<file path="src/rtl/pipeline_hazard_ctrl_if.sv">
// Hazard-control bundle between the pipeline datapath (master) and the hazard controller (slave).
// Carries hazard sources from ID/EX/MEM and returns per-stage lock/flush controls plus status.
interface pipeline_hazard_ctrl_if #(
    parameter int REG_ADDR_W = 5
);
    logic [REG_ADDR_W-1:0] id_rs1;
    logic [REG_ADDR_W-1:0] id_rs2;
    logic                  id_rs1_used;
    logic                  id_rs2_used;
    logic [REG_ADDR_W-1:0] ex_rd;
    logic                  ex_memread;
    logic                  ex_branch_taken;
    logic                  ex_div_start;
    logic                  div_done;
    logic                  mem_req;
    logic                  mem_ready;

    logic                  pc_lock;
    logic                  ifid_lock;
    logic                  ifid_flush;
    logic                  idex_lock;
    logic                  idex_flush;
    logic                  exmem_lock;
    logic                  exmem_flush;
    logic                  memwb_lock;
    logic                  memwb_flush;
    logic                  mem_timeout;
    logic [31:0]           stall_count;
    logic [31:0]           flush_count;

    modport master (
        output id_rs1, id_rs2, id_rs1_used, id_rs2_used, ex_rd, ex_memread,
               ex_branch_taken, ex_div_start, div_done, mem_req, mem_ready,
        input  pc_lock, ifid_lock, ifid_flush, idex_lock, idex_flush,
               exmem_lock, exmem_flush, memwb_lock, memwb_flush,
               mem_timeout, stall_count, flush_count
    );

    modport slave (
        input  id_rs1, id_rs2, id_rs1_used, id_rs2_used, ex_rd, ex_memread,
               ex_branch_taken, ex_div_start, div_done, mem_req, mem_ready,
        output pc_lock, ifid_lock, ifid_flush, idex_lock, idex_flush,
               exmem_lock, exmem_flush, memwb_lock, memwb_flush,
               mem_timeout, stall_count, flush_count
    );
endinterface

</file>
<file path="src/rtl/pipeline_hazard_ctrl.sv">
// Central pipeline hazard controller: memory/divide stalls, branch redirect and load-use interlock.
// Optional performance counters are built only when PIPE_HAZARD_PERF_EN is defined.
module pipeline_hazard_ctrl #(
    parameter int REG_ADDR_W  = 5,
    parameter int MEM_TIMEOUT = 255
) (
    input  logic                  clk,
    input  logic                  rst,
    pipeline_hazard_ctrl_if.slave hz
);

    typedef enum logic [1:0] {
        RUN      = 2'd0,
        MEM_WAIT = 2'd1,
        DIV_WAIT = 2'd2
    } state_t;

    typedef struct packed {
        logic pc_lock;
        logic ifid_lock;
        logic ifid_flush;
        logic idex_lock;
        logic idex_flush;
        logic exmem_lock;
        logic exmem_flush;
        logic memwb_lock;
        logic memwb_flush;
    } ctrl_t;

    state_t      state;
    state_t      state_next;
    ctrl_t       ctrl;
    logic [15:0] wait_cnt;
    logic        timeout_q;

    logic mem_stall;
    logic div_stall;
    logic branch_redirect;
    logic rs1_hit;
    logic rs2_hit;
    logic load_use;
    logic timeout_hit;

    // Hazard conditions in strict priority: memory > divide > branch > load-use.
    assign mem_stall       = hz.mem_req && !hz.mem_ready;
    assign div_stall       = !mem_stall && (hz.ex_div_start || (state == DIV_WAIT)) && !hz.div_done;
    assign branch_redirect = !mem_stall && !div_stall && hz.ex_branch_taken;

    assign rs1_hit  = hz.id_rs1_used && (hz.id_rs1 == hz.ex_rd);
    assign rs2_hit  = hz.id_rs2_used && (hz.id_rs2 == hz.ex_rd);
    assign load_use = !mem_stall && !div_stall && !hz.ex_branch_taken && hz.ex_memread
                      && (hz.ex_rd != REG_ADDR_W'(0)) && (rs1_hit || rs2_hit);

    assign timeout_hit = (state == MEM_WAIT) && (wait_cnt == 16'(MEM_TIMEOUT));

    // NOTE: sequential state uses non-blocking assignments so every register samples pre-edge values.
    always_ff @(posedge clk or posedge rst) begin
        if (rst) begin
            state <= RUN;
        end else begin
            state <= state_next;
        end
    end

    // NOTE: each combinational output gets a default before any branch, so no latch can be inferred.
    always_comb begin
        state_next = RUN;
        if (mem_stall) begin
            state_next = MEM_WAIT;
        end else if (div_stall) begin
            state_next = DIV_WAIT;
        end
    end

    // Controls are forced idle while reset is held, independent of the hazard inputs.
    always_comb begin
        ctrl = '0;
        if (!rst) begin
            if (mem_stall) begin
                ctrl.pc_lock     = 1'b1;
                ctrl.ifid_lock   = 1'b1;
                ctrl.idex_lock   = 1'b1;
                ctrl.exmem_lock  = 1'b1;
                ctrl.memwb_flush = 1'b1;
            end else if (div_stall) begin
                ctrl.pc_lock     = 1'b1;
                ctrl.ifid_lock   = 1'b1;
                ctrl.idex_lock   = 1'b1;
                ctrl.exmem_flush = 1'b1;
            end else if (branch_redirect) begin
                ctrl.ifid_flush  = 1'b1;
                ctrl.idex_flush  = 1'b1;
            end else if (load_use) begin
                ctrl.pc_lock     = 1'b1;
                ctrl.ifid_lock   = 1'b1;
                ctrl.idex_flush  = 1'b1;
            end
        end
    end

    // Wait counter counts consecutive stalled memory cycles and saturates; timeout is sticky.
    always_ff @(posedge clk or posedge rst) begin
        if (rst) begin
            wait_cnt  <= '0;
            timeout_q <= 1'b0;
        end else begin
            if (mem_stall) begin
                if (wait_cnt != 16'hFFFF) begin
                    wait_cnt <= wait_cnt + 16'd1;
                end
            end else begin
                wait_cnt <= '0;
            end
            if (timeout_hit) begin
                timeout_q <= 1'b1;
            end
        end
    end

    assign hz.pc_lock     = ctrl.pc_lock;
    assign hz.ifid_lock   = ctrl.ifid_lock;
    assign hz.ifid_flush  = ctrl.ifid_flush;
    assign hz.idex_lock   = ctrl.idex_lock;
    assign hz.idex_flush  = ctrl.idex_flush;
    assign hz.exmem_lock  = ctrl.exmem_lock;
    assign hz.exmem_flush = ctrl.exmem_flush;
    assign hz.memwb_lock  = ctrl.memwb_lock;
    assign hz.memwb_flush = ctrl.memwb_flush;
    assign hz.mem_timeout = timeout_q || timeout_hit;

`ifdef PIPE_HAZARD_PERF_EN
    logic [31:0] stall_cnt_q;
    logic [31:0] flush_cnt_q;

    always_ff @(posedge clk or posedge rst) begin
        if (rst) begin
            stall_cnt_q <= '0;
            flush_cnt_q <= '0;
        end else begin
            if (ctrl.pc_lock && (stall_cnt_q != 32'hFFFF_FFFF)) begin
                stall_cnt_q <= stall_cnt_q + 32'd1;
            end
            if (ctrl.ifid_flush && (flush_cnt_q != 32'hFFFF_FFFF)) begin
                flush_cnt_q <= flush_cnt_q + 32'd1;
            end
        end
    end

    assign hz.stall_count = stall_cnt_q;
    assign hz.flush_count = flush_cnt_q;
`else
    assign hz.stall_count = '0;
    assign hz.flush_count = '0;
`endif

endmodule
</file>
<file path="src/flat_wrapper.sv">
// flat-port wrapper written by rule: the top's interface ports become plain ports
module pipeline_hazard_ctrl_flat 
#(
    parameter int REG_ADDR_W  = 5,
    parameter int MEM_TIMEOUT = 255
)
  (clk, rst, hz_id_rs1, hz_id_rs2, hz_id_rs1_used, hz_id_rs2_used, hz_ex_rd, hz_ex_memread, hz_ex_branch_taken, hz_ex_div_start, hz_div_done, hz_mem_req, hz_mem_ready, hz_pc_lock, hz_ifid_lock, hz_ifid_flush, hz_idex_lock, hz_idex_flush, hz_exmem_lock, hz_exmem_flush, hz_memwb_lock, hz_memwb_flush, hz_mem_timeout, hz_stall_count, hz_flush_count);
  pipeline_hazard_ctrl_if #(.REG_ADDR_W(REG_ADDR_W)) hz_i ();
  input  logic clk;
  input  logic rst;
  input wire logic [$bits(hz_i.id_rs1)-1:0] hz_id_rs1;
  input wire logic [$bits(hz_i.id_rs2)-1:0] hz_id_rs2;
  input wire logic [$bits(hz_i.id_rs1_used)-1:0] hz_id_rs1_used;
  input wire logic [$bits(hz_i.id_rs2_used)-1:0] hz_id_rs2_used;
  input wire logic [$bits(hz_i.ex_rd)-1:0] hz_ex_rd;
  input wire logic [$bits(hz_i.ex_memread)-1:0] hz_ex_memread;
  input wire logic [$bits(hz_i.ex_branch_taken)-1:0] hz_ex_branch_taken;
  input wire logic [$bits(hz_i.ex_div_start)-1:0] hz_ex_div_start;
  input wire logic [$bits(hz_i.div_done)-1:0] hz_div_done;
  input wire logic [$bits(hz_i.mem_req)-1:0] hz_mem_req;
  input wire logic [$bits(hz_i.mem_ready)-1:0] hz_mem_ready;
  output wire logic [$bits(hz_i.pc_lock)-1:0] hz_pc_lock;
  output wire logic [$bits(hz_i.ifid_lock)-1:0] hz_ifid_lock;
  output wire logic [$bits(hz_i.ifid_flush)-1:0] hz_ifid_flush;
  output wire logic [$bits(hz_i.idex_lock)-1:0] hz_idex_lock;
  output wire logic [$bits(hz_i.idex_flush)-1:0] hz_idex_flush;
  output wire logic [$bits(hz_i.exmem_lock)-1:0] hz_exmem_lock;
  output wire logic [$bits(hz_i.exmem_flush)-1:0] hz_exmem_flush;
  output wire logic [$bits(hz_i.memwb_lock)-1:0] hz_memwb_lock;
  output wire logic [$bits(hz_i.memwb_flush)-1:0] hz_memwb_flush;
  output wire logic [$bits(hz_i.mem_timeout)-1:0] hz_mem_timeout;
  output wire logic [$bits(hz_i.stall_count)-1:0] hz_stall_count;
  output wire logic [$bits(hz_i.flush_count)-1:0] hz_flush_count;
  assign hz_i.id_rs1 = hz_id_rs1;
  assign hz_i.id_rs2 = hz_id_rs2;
  assign hz_i.id_rs1_used = hz_id_rs1_used;
  assign hz_i.id_rs2_used = hz_id_rs2_used;
  assign hz_i.ex_rd = hz_ex_rd;
  assign hz_i.ex_memread = hz_ex_memread;
  assign hz_i.ex_branch_taken = hz_ex_branch_taken;
  assign hz_i.ex_div_start = hz_ex_div_start;
  assign hz_i.div_done = hz_div_done;
  assign hz_i.mem_req = hz_mem_req;
  assign hz_i.mem_ready = hz_mem_ready;
  assign hz_pc_lock = hz_i.pc_lock;
  assign hz_ifid_lock = hz_i.ifid_lock;
  assign hz_ifid_flush = hz_i.ifid_flush;
  assign hz_idex_lock = hz_i.idex_lock;
  assign hz_idex_flush = hz_i.idex_flush;
  assign hz_exmem_lock = hz_i.exmem_lock;
  assign hz_exmem_flush = hz_i.exmem_flush;
  assign hz_memwb_lock = hz_i.memwb_lock;
  assign hz_memwb_flush = hz_i.memwb_flush;
  assign hz_mem_timeout = hz_i.mem_timeout;
  assign hz_stall_count = hz_i.stall_count;
  assign hz_flush_count = hz_i.flush_count;
  pipeline_hazard_ctrl #(.REG_ADDR_W(REG_ADDR_W), .MEM_TIMEOUT(MEM_TIMEOUT)) u_core (.clk(clk), .rst(rst), .hz(hz_i));
endmodule
</file>
<file path="config.mk">
export PLATFORM = sky130hd
export DESIGN_NAME = pipeline_hazard_ctrl_flat
export DESIGN_NICKNAME = d
export VERILOG_FILES = /design/src/rtl/pipeline_hazard_ctrl_if.sv /design/src/rtl/pipeline_hazard_ctrl.sv /design/src/flat_wrapper.sv
export SDC_FILE = /design/constraint.sdc
export NUM_CORES = 1
export LEC_CHECK = 0
export ABC_AREA = 1
export CORE_MARGIN = 2
export CORE_UTILIZATION = 37
export DETAILED_ROUTE_END_ITERATION = 8
export GPL_TIMING_DRIVEN = 0
export PLACE_DENSITY = 0.89
export SLEW_MARGIN = 40
export SYNTH_ARGS = -nofsm -noshare
export SYNTH_HDL_FRONTEND = slang
export SYNTH_SLANG_ARGS = --single-unit
</file>
<file path="constraint.sdc">
create_clock -name clk -period 1.5 [get_ports clk]
set_clock_uncertainty 0.2 [all_clocks]
set_input_delay 0.15 -clock clk [delete_from_list [all_inputs] [get_ports clk]]
set_output_delay 0.15 -clock clk [all_outputs]
set_load 0.005 [all_outputs]
</file>
==> out/metrics.csv, run 1 <==
metric,value,unit
status,"complete, but fails checks",
failed_checks,setup timing,
cts_buffers,3,
place_congestion,0.8428,
insertion_delay,0.26,ns
seq_area,476.7,sq um
cpMostUsedCell,buf_6,
max_slew_margin,62.97,%
critical_path_class,flop to output pin,
dieHeight,76.12,microns
worst-path-stages,9,
synthTopCellsByCount,"82 x nand2_1, 67 x buf_4, 31 x inv_1, 30 x nor2_1, 23 x nand3_1",
yosysWarnings,0,
drt_wl_total,5155,microns
synth_largest_area_cell,buf_4,
cts_tree,built,
cp_slowest_cell,dfrtp_1,
fin_tns_setup,-3.314,ns
grt_overflow,0,
critPathTopFamily,buffers and inverters,
cpPeakStageDelay,0.38,ns
start_util,37.92,%
yosys-top-cells-area,"buf_4 26%, dfrtp_1 25%, nand2_1 16%, inv_1 6.0%, nand3_1 6.0%",
firstDrtPassIters,4,
dpl.hpwl,3289,microns
async_reset_ff_share,100.0,%
fmax,0.5525,GHz
period_share,120.7,%
critPathBufInv,4,
grt_max_degree,12,
worstPathArrival,1.46,ns
synth_edf_count,0,
postSynthAreaPerCell,6.545,sq um
drt_first_iter_violations,143,
core,5075,sq um
finalMaxSlewViolations,0,
worst_setup_path_start_kind,flop,
syn_area,1924,sq um
num_io_pins,99,
report.final.hold_viol_count,0,
hold_path.class,flop to flop,
p_seq_share,40.3,%
setup_violations,23,
irDropWorstVdd,0.2738,mV
synth_top_area_share,26.14,%
path_max_fanout,2,
grt_pass1_vias,1940,
layout.cells.non_filler,486,
syn_inst,294,
cts-root-buf,clkbuf_8,
htreeDepth,1,
synth_cell_types,30,
ys_ff_latch,19,
worst_pin_slew,0.5524,ns
holdPathStages,2,
maxCapViolCount,0,
drive_above_1_share,34.13,%
synth_seq_area_share,24.71,%
power_frac_clock,28.1,%
insertedDiodeCount,0,
drc,0,
power_density,438.8,nW/um^2
via_count,2051,
numClockSinks,19,
period_minus_slack,1.810,ns
antenna_found_initial,0,
grt_first_pass_wirelength,8093,microns
path_clk_slew,0.07,ns
drtAntennaViolNets,0,
synth_most_common_cell,nand2_1,
fill_cells,456,
internal_power,0.0009345,W
setup_slack,-0.3098,ns
leakagePower,1.830,nW
synth_flop_cell,dfrtp_1,
grt_util_all_layers,16.62,%
worstPathRequired,1.15,ns
routedWlPerCell,10.61,microns
worst_hold_slack,0.2568,ns
reg2regPathDepth,8,
multiInputGateArea,1146,sq um
fin_nets,443,
dp_cells,461,
rsz0062_at_grt,true,
die_area,5793,sq um
clockBufferDepth,2,
syn2layout_area_growth,53.51,%
path_cells,inv_1 > nor2_1 > o21ai_2 > nand2_2 > buf_6 > nand2_4 > nand2_4 > buf_6 > buf_6,
fin_area,2954,sq um
power_frac_comb,31.7,%
portBuffers,33,
row_count,26,
post_dp_cell_area,2585,sq um
p_switching,0.0003618,W
netSwitchingFraction,27.91,%
rrSetupSlack,-0.17,ns
die_x,76.12,microns
routed_via_density,4.220,
end_kind,output pin,
## logic make-up after synthesis
logic type               Yosys count  share of synthesized area (%)
AND/OR/NAND/NOR                  159                          37.65
AO/OA/AOI/OAI                      8                          2.600
adder cells (fa/ha/maj)            1                         0.6501
buffers and inverters            106                          34.20
flip-flops                        19                          24.71
other                              1                         0.1949
## layout make-up
cell class / instances / area share (%)
Timing Repair inverter: 1 / 0.1694
Buffer: 69 / 17.79
Timing Repair Buffer: 53 / 17.49
Inverter: 37 / 5.083
Clock inverter: 1 / 0.1694
Clock buffer: 3 / 1.398
Tap cell: 70 / 2.965
Sequential cell: 19 / 16.14
Multi-Input combinational cell: 233 / 38.80
## metrics by stage
step           power (W)  util (%)  worst slack [ns]
5_1_grt         0.001355     58.21           -0.3763
4_1_cts         0.001261     55.67           -0.3480
2_1_floorplan  0.0007704         -          -0.03890
3_5_place_dp   0.0008799     50.94            -1.008
6_report        0.001296     58.21           -0.3098
3_3_place_gp   0.0008762     50.94           -0.9884
## tightest hold or removal path, cell delays in order, from the launching register on
cell	delay, ns
dfrtp_1	0.33
inv_1	0.05
nand2_1	0.05
## final timing paths
path                                         start                  end
worst min register to register    u_core.timeout_q     u_core.timeout_q
worst max register to register  u_core.wait_cnt[1]  u_core.wait_cnt[15]
worst max-delay path               u_core.state[1]           hz_pc_lock
min in group asynchronous                      rst  u_core.wait_cnt[11]
worst min-delay path              u_core.timeout_q     u_core.timeout_q
max in group asynchronous                      rst   u_core.wait_cnt[0]
## power by group through the flow
| stage | Sequential (W) | Clock (W) | Combinational, W |
|---|---|---|---|
| finish | 0.000522 | 0.000364 | 0.000410 |
| detailed placement | 0.000533 | 0 | 0.000347 |
| global route | 0.000522 | 0.000381 | 0.000452 |
| floorplan | 0.000532 | 0 | 0.000239 |
| CTS | 0.000522 | 0.000357 | 0.000383 |
| global placement | 0.000533 | 0 | 0.000344 |
## flip-flops by register name, indices dropped and copies added (netlist names)
signal,count
u_core.wait_cnt,16
u_core.state,2
u_core.timeout_q,1
## cell usage in the layout (no fill, tap or decap), types with 5 or more instances in the layout
master            n
buf_4            81
buf_6            10
clkdlybuf4s50_1   9
conb_1           65
dfrtp_1          18
dlymetal6s2s_1   12
inv_1            26
inv_2             7
nand2_1          72
nand2_2           8
nand3_1          20
nand4_1           6
nor2_1           26
nor2_4            5
## routing by layer
metal,global-route usage [%],wire (microns),up-vias
met3,2.251,430,20
met4,9.091,165,0
met2,31.07,2803,113
met5,0,0,-
met1,18.03,1754,900
li1,-,-,1018
## timing repair
action | CTS | global route
endpoints found under the setup margin | 26 | 23
cloned | 2 | 0
hold endpoints to repair | 11 | 0
hold buffers | 2 | 0
resized for setup | 67 | 30
buffers inserted | 12 | 6
pin swaps | 13 | 15
(Power assumes the default switching activity.)
==> inputs of run 2 (changes only) <==
==> constraint.sdc (replaced) <==
create_clock -name clk -period 1.5 [get_ports clk]
set_clock_uncertainty 0.2 [all_clocks]
set_input_delay 0.375 -clock clk [delete_from_list [all_inputs] [get_ports clk]]
set_output_delay 0.375 -clock clk [all_outputs]
set_load 0.005 [all_outputs]
==> out/metrics.csv, run 2 (synthesized netlist as in run 1, its figures left out) <==
metric,value,unit,change
reg2regPathDepth,8,,unchanged
syn2layout_area_growth,52.86,%,was 53.51%
drc,0,,unchanged
die_area,5793,sq um,unchanged
period_share,135.4,%,was 120.7%
dieHeight,76.12,microns,unchanged
drtAntennaViolNets,0,,unchanged
cts-root-buf,clkbuf_8,,unchanged
setup_slack,-0.5308,ns,was -0.3098 ns
antenna_found_initial,0,,unchanged
postCtsHoldBufs,0,,was 2
start_util,37.92,%,unchanged
status,"complete, but fails checks",,unchanged
maxCapViolCount,0,,unchanged
failed_checks,setup timing,,unchanged
worst_setup_path_start_kind,flop,,unchanged
busiest_layer,met2,,unchanged
dpl.hpwl,3424,microns,was 3289 microns
final_common_cell,buf_4,,unchanged
reg_top3,"u_core.wait_cnt x16, u_core.state x2, u_core.timeout_q x1",,unchanged
top_register,u_core.wait_cnt,,unchanged
portBuffers,33,,unchanged
cts_buffers,3,,unchanged
insertion_delay,0.27,ns,was 0.26 ns
drt_wl_total,5331,microns,was 5155 microns
layout.cells.non_filler,484,,was 486
drt_first_iter_violations,174,,was 143
critical_path.endpoint,hz_pc_lock,,unchanged
grt_pass1_vias,1850,,"was 1,940"
fin_area,2942,sq um,was 2954 sq um
fmax,0.4924,GHz,was 0.5525 GHz
path_max_fanout,3,,was 2
grt_overflow,0,,unchanged
rsz0062_at_grt,true,,unchanged
grtUsageMet2,33.66,%,was 31.07%
row_count,26,,unchanged
fin_nets,441,,was 443
grt_max_degree,12,,unchanged
power_density,437.5,nW/um^2,was 438.8 nW/um^2
dp_cells,461,,unchanged
mostFrequentLayoutCells,"78 x buf_4, 65 x nand2_1, 65 x conb_1",,"was 81 x buf_4, 72 x nand2_1, 65 x conb_1"
worstSetupStartpoint,u_core.state[1],,unchanged
cts_tree,built,,unchanged
grt_util_all_layers,17.31,%,was 16.62%
setup_violations,25,,was 23
rrSetupSlack,-0.22,ns,was -0.17 ns
routed_via_density,4.275,,was 4.220
firstDrtPassIters,5,,was 4
drive_above_1_share,37.44,%,was 34.13%
place_congestion,0.8988,,was 0.8428
via_count,2069,,"was 2,051"
htreeDepth,1,,unchanged
hold_path.class,primary input to asynchronous set/reset pin,,was flop to flop
finalMaxSlewViolations,0,,unchanged
die_x,76.12,microns,unchanged
insertedDiodeCount,0,,unchanged
path_clk_slew,0.07,ns,about the same
grt_first_pass_wirelength,8197,microns,was 8093 microns
numClockSinks,19,,unchanged
core,5075,sq um,unchanged
end_kind,output pin,,unchanged
report.final.hold_viol_count,0,,unchanged
irDropWorstVdd,0.2651,mV,was 0.2738 mV
r2r_start,u_core.wait_cnt[4],,was u_core.wait_cnt[1]
grt_util_met1,17.77,%,was 18.03%
period_minus_slack,2.031,ns,was 1.810 ns
post_dp_cell_area,2618,sq um,was 2585 sq um
use_met3,2.370,%,was 2.251%
max_slew_margin,62.26,%,was 62.97%
leakagePower,1.767,nW,was 1.830 nW
r2r_end,u_core.wait_cnt[3],,was u_core.wait_cnt[15]
worstPathRequired,0.92,ns,was 1.15 ns
num_io_pins,99,,unchanged
critical_path_class,flop to output pin,,unchanged
fin_tns_setup,-6.598,ns,was -3.314 ns
worst_pin_slew,0.5629,ns,was 0.5524 ns
worstPathArrival,1.46,ns,about the same
routedWlPerCell,11.01,microns,was 10.61 microns
final_core_util,57.96,%,was 58.21%
clockBufferDepth,2,,unchanged
largest_reg_flops,16,,unchanged
## run 2: metal layers
| metal | routed length (microns) | vias to the layer above |
|---|---|---|
| met5 | 0 | - |
| met4 | 191 | 0 |
| met3 | 447 | 26 |
| met2 | 2918 | 130 |
| met1 | 1774 | 903 |
| li1 | - | 1010 |
## run 2: cell type report
cell class,instances,area (sq um)
clock inverter,1,5.005
sequential,19,476.7
tap,70,87.58
multi-input combinational,233,1196
clock buffer,3,41.29
buffer,69,529.3
inverter,37,150.1
timing repair inverter,1,5.005
timing repair buffer,51,450.4
fill,454,2133
## run 2: repair_timing
| item | 4_1_cts | 5_1_grt |
|---|---|---|
| pin swaps | 23 | 17 |
| setup buffers | 13 | 5 |
| gates resized for setup | 99 | 19 |
| setup endpoints to repair | 27 | 25 |
| cloned | 2 | 0 |
## run 2: worst min path at each step
stage                startpoint                   to  slack, ns  cells after the start
3_5_place_dp   u_core.timeout_q     u_core.timeout_q       0.26                      2
4_1_cts                     rst  u_core.wait_cnt[13]       0.21                      2
3_3_place_gp   u_core.timeout_q     u_core.timeout_q       0.24                      2
6_report                    rst  u_core.wait_cnt[11]       0.23                      2
2_1_floorplan               rst      u_core.state[0]       0.04                      1
5_1_grt                     rst  u_core.wait_cnt[13]       0.24                      2
## run 2: report_power, final
group	switching [W]	internal (W)	total, W
clock network	0.000186	0.000186	0.000372
registers	0.00000498	0.000518	0.000523
logic	0.000179	0.000214	0.000392
total	0.000370	0.000917	0.00129
## run 2: critical path: stages (launching register included)
cell     delay (ns)
dfrtp_1        0.39
inv_1          0.07
nor2_2         0.05
o21ai_4        0.16
nand2_4        0.09
nor2_4         0.08
nand3_2        0.08
nand2_2        0.10
buf_6          0.09
buf_6          0.08
## run 2: per-stage QoR
| step | hold WS (ns) | worst slack (ns) | total power (W) |
|---|---|---|---|
| after floorplan | 0.04138 | -0.2325 | 0.0007780 |
| after global placement | 0.2360 | -1.348 | 0.0008852 |
| after detailed placement | 0.2569 | -1.386 | 0.0008901 |
| after CTS | 0.2122 | -0.5469 | 0.001265 |
| after global routing | 0.2434 | -0.5835 | 0.001358 |
| final | 0.2340 | -0.5308 | 0.001287 |
==> inputs of run 3 (changes only) <==
==> constraint.sdc (replaced) <==
create_clock -name clk -period 1.5 [get_ports clk]
set_clock_uncertainty 0.2 [all_clocks]
set_input_delay 0.375 -clock clk [delete_from_list [all_inputs] [get_ports clk]]
set_output_delay 0.375 -clock clk [all_outputs]
set_load 0.02 [all_outputs]
==> out/metrics.csv, run 3 (synthesized netlist as in run 1, its figures left out) <==
metric,value,unit,change
path_max_fanout,3,,unchanged
grt_max_degree,12,,unchanged
layout.cells.non_filler,486,,was 484
num_io_pins,99,,unchanged
grt_util_all_layers,17.25,%,was 17.31%
power_density,485.5,nW/um^2,was 437.5 nW/um^2
hold_path.class,primary input to asynchronous set/reset pin,,unchanged
dieHeight,76.12,microns,unchanged
dpl.hpwl,3535,microns,was 3424 microns
row_count,26,,unchanged
cts-root-buf,clkbuf_8,,unchanged
worst_setup_path_start_kind,flop,,unchanged
worst_pin_slew,0.5706,ns,was 0.5629 ns
max_slew_margin,61.75,%,was 62.26%
rsz0062_at_grt,true,,unchanged
via_count,2054,,"was 2,069"
leakagePower,1.798,nW,was 1.767 nW
drtAntennaViolNets,0,,unchanged
r2r_start,u_core.wait_cnt[10],,was u_core.wait_cnt[4]
setup_violations,25,,unchanged
fin_nets,443,,was 441
period_share,137.6,%,was 135.4%
reg2regPathDepth,5,,was 8
cts_buffers,3,,unchanged
end_kind,output pin,,unchanged
insertedDiodeCount,0,,unchanged
finalMaxSlewViolations,0,,unchanged
core,5075,sq um,unchanged
post-place-ws,-1.634,ns,was -1.386 ns
cts_tree,built,,unchanged
final_common_cell,buf_4,,unchanged
cp_slowest_cell,dfrtp_1,,unchanged
setup_slack,-0.5642,ns,was -0.5308 ns
grt_first_pass_wirelength,8197,microns,unchanged
period_minus_slack,2.064,ns,was 2.031 ns
worstSetupStartpoint,u_core.state[1],,unchanged
cpMostUsedCell,inv_1,,was buf_6
grt_pass1_vias,1956,,"was 1,850"
numClockSinks,19,,unchanged
firstDrtPassIters,4,,was 5
path_clk_slew,0.08,ns,was 0.07 ns
top_register,u_core.wait_cnt,,unchanged
finalPower,0.001448,W,was 0.001287 W
clockBufferDepth,2,,unchanged
report.final.hold_viol_count,0,,unchanged
fin_tns_setup,-6.523,ns,was -6.598 ns
r2r_end,u_core.wait_cnt[7],,was u_core.wait_cnt[3]
die_area,5793,sq um,unchanged
routedWlPerCell,10.63,microns,was 11.01 microns
start_util,37.92,%,unchanged
worstPathArrival,1.49,ns,was 1.46 ns
insertion_delay,0.27,ns,about the same
grt_overflow,0,,unchanged
failed_checks,setup timing,,unchanged
fmax,0.4845,GHz,was 0.4924 GHz
drc,0,,unchanged
syn2layout_area_growth,54.94,%,was 52.86%
mostFrequentLayoutCells,"82 x buf_4, 70 x nand2_1, 65 x conb_1",,"was 78 x buf_4, 65 x nand2_1, 65 x conb_1"
place_congestion,0.9084,,was 0.8988
portBuffers,33,,unchanged
dp_cells,461,,unchanged
critical_path.endpoint,hz_idex_flush,,was hz_pc_lock
irDropWorstVdd,0.3005,mV,was 0.2651 mV
path_cells,inv_1 > nor2_2 > o21ai_4 > nand2_4 > buf_4 > nor2_4 > inv_1 > nand2_1 > buf_6,,was inv_1 > nor2_2 > o21ai_4 > nand2_4 > nor2_4 > nand3_2 > nand2_2 > buf_6 > buf_6
maxCapViolCount,0,,unchanged
die_x,76.12,microns,unchanged
cpPeakStageDelay,0.39,ns,about the same
htreeDepth,1,,unchanged
drt_first_iter_violations,90,,was 174
worstPathRequired,0.92,ns,about the same
drt_wl_total,5166,microns,was 5331 microns
status,"complete, but fails checks",,unchanged
largest_reg_flops,16,,unchanged
routed_via_density,4.226,,was 4.275
critical_path_class,flop to output pin,,unchanged
drive_above_1_share,37.02,%,was 37.44%
antenna_found_initial,0,,unchanged
reg_top3,"u_core.wait_cnt x16, u_core.state x2, u_core.timeout_q x1",,unchanged
rrSetupSlack,-0.20,ns,was -0.22 ns
[run 3: worst min-delay path by stage]
stage                                 from                   to  slack, ns  depth (start not counted)
final                                  rst  u_core.wait_cnt[13]       0.15                          2
after global routing                   rst  u_core.wait_cnt[11]       0.19                          2
after CTS                              rst  u_core.wait_cnt[12]       0.15                          2
after detailed placement  u_core.timeout_q     u_core.timeout_q       0.27                          2
after global placement    u_core.timeout_q     u_core.timeout_q       0.24                          2
after floorplan                        rst      u_core.state[0]       0.05                          1
[run 3: power breakdown]
part           internal [W]  leakage [nW]  switching [W]  total, W
Sequential         0.000518         0.261     0.00000496  0.000523
Clock              0.000186        0.0255       0.000191  0.000377
Combinational      0.000241          1.51       0.000307  0.000548
Total              0.000944          1.80       0.000504   0.00145
[run 3: final cells by class]
class	instances	area (sq um)
buffer	69	529.3
clock buffer	3	41.29
clock inverter	1	5.005
fill	469	2093
inverter	37	156.4
multi-input combinational	233	1187
sequential	19	476.7
tap	70	87.58
timing repair buffer	53	493.0
timing repair inverter	1	5.005
[run 3: stage by stage]
step,util [%],hold slack [ns],instance area [sq um]
global route,58.75,0.1903,2982
CTS,57.05,0.1484,2895
finish,58.75,0.1467,2982
global placement,52.74,0.2446,2676
detailed placement,52.74,0.2704,2676
floorplan,-,0.04518,2258
[run 3: routing by layer]
layer / part of all wire (%) / track usage, % / wire [microns]
met2: 56 / 34.73 / 2870
met5: 0 / 0 / 0
met3: 6.3 / 1.896 / 328
met4: 3.3 / 11.27 / 172
met1: 35 / 16.19 / 1795
[run 3: repair_timing]
action	4_1_cts	5_1_grt
pin swaps	19	12
resized for setup	102	17
buffers inserted	15	6
cloned	2	0
hold buffers	0	0
endpoints found under the setup margin	28	26
[run 3: critical path: cells and delay by family (launching register included)]
family                 cells  cell delay (ns)
DFF                        1             0.39
buffers and inverters      4             0.37
and+or+nand+nor            4             0.29
AOI/OAI and AO/OA          1             0.17
